--- src/rtl/i2s_tx_scheduler.sv ---
// rtl/i2s_tx_scheduler.sv - I2S frame scheduler: pops sample pairs, issues serializer loads, bit tick and word select
module i2s_tx_scheduler #(
  parameter int CLK_DIV    = 4,
  parameter int UNDERRUN_W = 16
) (
  input  logic                  clk,
  input  logic                  rst,
  input  logic                  enable,
  input  logic [3:0]            cfg_size,
  input  logic                  fifo_empty,
  input  logic [31:0]           fifo_left,
  input  logic [31:0]           fifo_right,
  output logic                  fifo_rd,
  output logic                  ser_load,
  output logic [31:0]           ser_left,
  output logic [31:0]           ser_right,
  output logic [3:0]            ser_size,
  output logic                  bit_tick,
  output logic                  ws,
  output logic                  active,
  output logic [UNDERRUN_W-1:0] underrun_cnt
);

  localparam int DIV_W = $clog2(CLK_DIV);

  typedef enum logic [1:0] {IDLE, PRIME, RUN} state_t;

  state_t             state, state_next;
  logic [DIV_W-1:0]   div_cnt;
  logic [5:0]         bit_cnt;
  logic [5:0]         frame_w;
  logic [6:0]         last_bit;
  logic               pend_valid;
  logic [31:0]        pend_l, pend_r;
  logic [3:0]         size_norm;
  logic               in_run, div_last, frame_start, frame_end, fill;

  always_comb begin
    size_norm = 4'd3;
    case (cfg_size)
      4'd0, 4'd1, 4'd4: size_norm = cfg_size;
      default:          size_norm = 4'd3;
    endcase
  end

  // ser_size holds the normalized code latched at frame start, so it fixes W for the frame
  always_comb begin
    frame_w = 6'd16;
    case (ser_size)
      4'd0:    frame_w = 6'd8;
      4'd1:    frame_w = 6'd12;
      4'd4:    frame_w = 6'd32;
      default: frame_w = 6'd16;
    endcase
  end

  assign last_bit    = {frame_w, 1'b0} - 7'd1;
  assign in_run      = (state == RUN);
  assign div_last    = (div_cnt == DIV_W'(CLK_DIV - 1));
  assign frame_start = in_run && (div_cnt == '0) && (bit_cnt == 6'd0);
  assign bit_tick    = in_run && div_last;
  assign frame_end   = bit_tick && ({1'b0, bit_cnt} == last_bit);
  assign ws          = in_run && (bit_cnt >= frame_w);
  assign fill        = ((state == PRIME) || in_run) && !pend_valid && !fifo_empty;
  assign fifo_rd     = fill;
  assign ser_load    = frame_start;
  assign active      = in_run;

  always_ff @(posedge clk) begin
    if (rst) state <= IDLE;
    else     state <= state_next;
  end

  always_comb begin
    state_next = state;
    case (state)
      IDLE:    if (enable) state_next = PRIME;
      PRIME:   state_next = RUN;
      RUN:     if (frame_end && !enable) state_next = IDLE;
      default: state_next = IDLE;
    endcase
  end

  always_ff @(posedge clk) begin
    if (rst) begin
      div_cnt      <= '0;
      bit_cnt      <= 6'd0;
      pend_valid   <= 1'b0;
      pend_l       <= 32'd0;
      pend_r       <= 32'd0;
      ser_left     <= 32'd0;
      ser_right    <= 32'd0;
      ser_size     <= 4'd0;
      underrun_cnt <= '0;
    end else begin
      if (fill) begin
        pend_valid <= 1'b1;
        pend_l     <= fifo_left;
        pend_r     <= fifo_right;
      end
      // fill needs !pend_valid and the load only clears a valid entry, so they never collide
      if (frame_start) begin
        ser_size <= size_norm;
        if (pend_valid) begin
          ser_left   <= pend_l;
          ser_right  <= pend_r;
          pend_valid <= 1'b0;
        end else begin
          ser_left  <= 32'd0;
          ser_right <= 32'd0;
          if (underrun_cnt != '1) underrun_cnt <= underrun_cnt + 1'b1;
        end
      end
      if (in_run) begin
        if (div_last) begin
          div_cnt <= '0;
          bit_cnt <= frame_end ? 6'd0 : bit_cnt + 6'd1;
        end else begin
          div_cnt <= div_cnt + 1'b1;
        end
      end else begin
        div_cnt <= '0;
        bit_cnt <= 6'd0;
      end
    end
  end

endmodule
--- config.mk ---
export PLATFORM = sky130hd
export DESIGN_NAME = i2s_tx_scheduler
export DESIGN_NICKNAME = d
export VERILOG_FILES = /design/src/rtl/i2s_tx_scheduler.sv
export SDC_FILE = /design/constraint.sdc
export NUM_CORES = 1
export LEC_CHECK = 0
export CAP_MARGIN = 20
export CORE_ASPECT_RATIO = 0.6
export CORE_UTILIZATION = 40
export DETAILED_ROUTE_END_ITERATION = 6
export DONT_BUFFER_PORTS = 1
export SYNTH_ARGS = -nofsm -noshare
export SYNTH_HDL_FRONTEND = slang
export SYNTH_SLANG_ARGS = --single-unit
--- constraint.sdc ---
create_clock -name clk -period 3.1 [get_ports clk]
set_input_delay 0.93 -clock clk [delete_from_list [all_inputs] [get_ports clk]]
set_output_delay 0.93 -clock clk [all_outputs]
set_load 0.005 [all_outputs]
==> results.md, run 1 <==
Run status:
- The run finished with clean final reports.

Clock network:
- The root buffer cell is clkbuf_16.
- Clock-pin slew was measured on the worst setup and hold paths at 0.07 ns.
- The clock sink total is 159.
- In this run the post-CTS setup repair buffer count came out at 0.
- The post-cts resize count is 0.
- TritonCTS built the clock tree.
- Hold repair after CTS inserted 0 buffers.
- The H-tree was split into 4 levels.
- The number of buffers added by the clock tree synthesis step is 17.
- For the worst-skew pair, the clock arrives at the later sink with an insertion delay of 0.41 ns.
- The clock passes through at most 2 buffers.

Route:
- The first detailed-routing pass took 5 iterations.
- The routed design has 15600 µm of wire.
- The via-per-instance ratio is 5.43.
- The count of antenna-violating nets left after detailed routing is 0.
- The average routed wire per standard cell is 16.7 µm.
- The number of DRC violations after detailed routing is 0.
- Across all layers, the routed design uses 5067 vias.
- The number of DRC markers in iteration 0 is 397.

Global route:
- Entering global routing, the biggest net connects 154 pins.
- The via count of the first global-routing pass is 4867.
- The initial antenna violation count is 0.
- The global-route congestion overflow total is 0.
- The first global-routing pass estimated 24900 µm of wire.
- The global-route usage over all layers is 19.5%.

Timing:
- The measured slew at the worst slew-check pin is 0.899 ns.
- Setup violations remaining at the end of the flow were counted as 0.
- The worst pin sits at a relative slew slack of 40.1%.
- Static timing analysis puts the maximum clock frequency at 333 MHz.
- The final-layout setup total negative slack is 0 ns.
- The number of pins exceeding their max-slew limit in the final report is 0.
- The final critical path time including I/O delays and setup is 3.00 ns.
- The final worst slack is 0.0981 ns.
- The worst clock skew on the final layout is 0.0125 ns.
- The final-report hold violation count was 0.
- The worst path uses 96.8% of the clock period.

Layout:
- With fillers left out, the area of the finished cells amounts to 6860 µm².
- 0 antenna diodes ended up in the layout.
- The layout filler cell count is 1412.
- The layout-stage area growth over the synthesis result is 10.6%.
- The finished layout holds 933 standard cells, fillers aside.
- In the final layout, flip-flops and latches occupy 3190 µm².
- The fraction of layout cells with a size suffix above 1 is 8.03%.
- The net count of the finished layout is 808.
- The multi-input combinational cells in the finished layout cover a total of 2750 µm².

Placement:
- The congestion estimate from routability-driven global placement came to 0.819.
- Prior to clock tree synthesis, the placed netlist has a worst setup slack of 0.465 ns.
- In this run the cell area measured after placement is 6250 µm².
- The number of input and output port buffers inserted is 0.
- The post-detailed-placement half-perimeter wirelength is 9730 µm.
- The cell count after placement is 902.

Yosys:
- The combinational family with the most area after synthesis is simple AND/OR/NAND/NOR gates.
- Counting flops and latches in the post-synthesis netlist gives 159.
- The xor/xnor share of the synthesized area is 3.25%.
- The gate count after technology mapping is 754.
- The synthesized netlist devotes 12.0% of its cell area to compound gates.
- Of the total synthesized cell area, the portion taken by AND, OR, NAND and NOR gates is 25.8%.
- The number of warning messages in the yosys log is 0.
- The portion of the post-synthesis area used by sequential elements is 51.3%.
- The synthesized netlist occupies a cell area of 6200 µm².
- The number of nets in the synthesized netlist is 839.
- Among all flip-flop cells after synthesis, the most frequent one is dfxtp_1.
- The arithmetic-cell share of the synthesized area counting full adders, half adders and majority gates is 2.62%.
- Counting flops with a built-in enable in the synthesized netlist gives 0.
- After synthesis, the share of cell area in mux cells is 0.484%.
- The unique cell type count in the Yosys netlist is 41.
- In this run the mean area of a mapped cell was 8.22 µm².
- For this run, asynchronously set or reset flops after synthesis account for 0%.

Worst setup path:
- Data on the critical path arrives at its endpoint at 2.07 ns.
- The critical path is of the reg -> out type.
- The critical-path maximum fanout is 6.
- STA classifies the critical path endpoint as an output port.
- The critical path launch point type is a register.
- Data on the critical path is required at its endpoint by 2.17 ns.

Job:
- Max-cap violations in this run came to 0.

Floorplan:
- The total area inside the core boundary comes to 14800 µm².
- For this configuration, the core starts out at a cell density of 41.9%.
- The die is 163 µm wide.
- The die covers 16000 µm².
- In this run the vertical extent of the chip is 98.4 µm.
- In this run the core area contains 34 standard-cell rows.
- The I/O pin count is 161.

Power and ir drop:
- The design draws 5.54 mW.
- The largest vdd supply drop is 390 µV.
- The analysis attributes to cell leakage a power of 2.25 nW.
- The power density over the cells is 807 nW/µm².

Worst hold path:
- The worst min-delay path class is reg -> reg.
==> layer usage <==
metal	track usage, %	part of all wire [%]	vias up
li1	-	-	2457
met1	25.8	46	2407
met2	29.7	44	192
met3	7.53	9.3	11
met4	5.18	0.60	0
met5	0	0	-
==> where the power goes <==
| part | switching (mW) | internal (mW) |
|---|---|---|
| sequential | 0.154 | 2.25 |
| clock | 0.881 | 1.20 |
| combinational | 0.777 | 0.280 |
==> sequential cells by signal (all words and copies together), names as in the netlist <==
| register | count |
|---|---|
| ser_right | 32 |
| underrun_cnt | 16 |
| ser_size | 4 |
| div_cnt | 2 |
| pend_r | 32 |
| bit_cnt | 6 |
| ser_left | 32 |
| pend_valid | 1 |
| pend_l | 32 |
| state | 2 |
==> final timing paths <==
kind	end	depth (start not counted)	slack [ns]	start
setup / recovery	ws	6	0.1	ser_size[3]$_SDFFE_PP0P_
hold / removal	pend_r[11]$_SDFFE_PP0P_	2	0.45	pend_r[11]$_SDFFE_PP0P_
setup reg to reg	ser_left[29]$_SDFFE_PP0P_	8	0.50	state[0]$_SDFFE_PP0P_
hold reg to reg	pend_r[11]$_SDFFE_PP0P_	2	0.45	pend_r[11]$_SDFFE_PP0P_
==> per-stage QoR <==
stage,util [%],hold WS (ns)
4_1_cts,46.2,0.452
3_5_place_dp,42.2,0.442
3_3_place_gp,42.2,0.435
5_1_grt,46.3,0.471
6_report,46.3,0.454
2_1_floorplan,-,0.427
==> synth_stat cells (2+ instances only) <==
cell type / n / share of area [%]
a211oi_1: 3 / 0.36
a21oi_1: 131 / 11
and3_1: 3 / 0.30
buf_2: 12 / 0.97
buf_6: 2 / 0.36
clkbuf_1: 42 / 2.5
dfxtp_1: 159 / 51
ha_1: 13 / 2.6
inv_1: 10 / 0.61
mux2i_1: 3 / 0.48
nand2_1: 199 / 12
nand2b_1: 4 / 0.40
nand3_1: 71 / 5.7
nand4_1: 7 / 0.71
nor2_1: 31 / 1.9
nor3_1: 4 / 0.32
nor3b_1: 2 / 0.24
nor4_1: 2 / 0.20
nor4_2: 6 / 1.2
nor4b_2: 3 / 0.73
o21a_1: 4 / 0.48
or3_1: 3 / 0.30
xnor2_1: 14 / 2.0
xor2_1: 9 / 1.3
==> worst max-delay path, stage by stage, from the launching register on <==
cell	delay (ns)
dfxtp_2	0.36
or3_4	0.40
ha_1	0.28
a21boi_1	0.13
o21a_1	0.16
o21a_1	0.16
o21a_1	0.17
==> cells by family (layout without fill, tap and decap cells) <==
group           after synthesis  in the layout
compound gates              142            142
xor+xnor                     23             23
fa+ha+maj                    13             13
buf+inv                      67             48
flops                       159            159
mux                           3              3
simple gates                347            347
==> layout make-up <==
class	instances	area share, %
clock buffers	18	6.26
clock inverters	13	2.26
inverters	11	0.602
multi-input cells	528	40.1
flip-flops and latches	159	46.5
well taps	198	3.61
repair buffers	6	0.657
==> cells in the final DEF, fill, tap and decap left out, types with 3 or more instances in the layout <==
cell	synthesis	final
buf_4	0	6
inv_6	0	3
dfxtp_2	0	4
a21oi_1	131	131
xor2_1	9	9
clkbuf_16	0	17
nand3_1	71	71
nand4_1	7	7
dfxtp_1	159	154
nor4_2	6	6
nand2_1	199	199
nor3_1	4	4
nand2b_1	4	4
inv_1	10	9
and3_1	3	3
nor2_1	31	31
ha_1	13	13
xnor2_1	14	14
mux2i_1	3	3
o21a_1	4	4
a211oi_1	3	3
clkinvlp_4	0	5
Power figures use the tool's default switching activity.
==> run 2: changes to the inputs <==
Settings changed: RECOVER_POWER set to 100.
==> results of run 2 <==
No change in the layout: final DEF, timing and power equal those of run 1.
==> run 3: changes to the inputs <==
Settings changed: CAP_MARGIN 20 to unset, CTS_CLUSTER_SIZE set to 40, HOLD_SLACK_MARGIN set to 0.06.
==> results of run 3 <==
No change in the layout: final DEF, timing and power equal those of run 1.
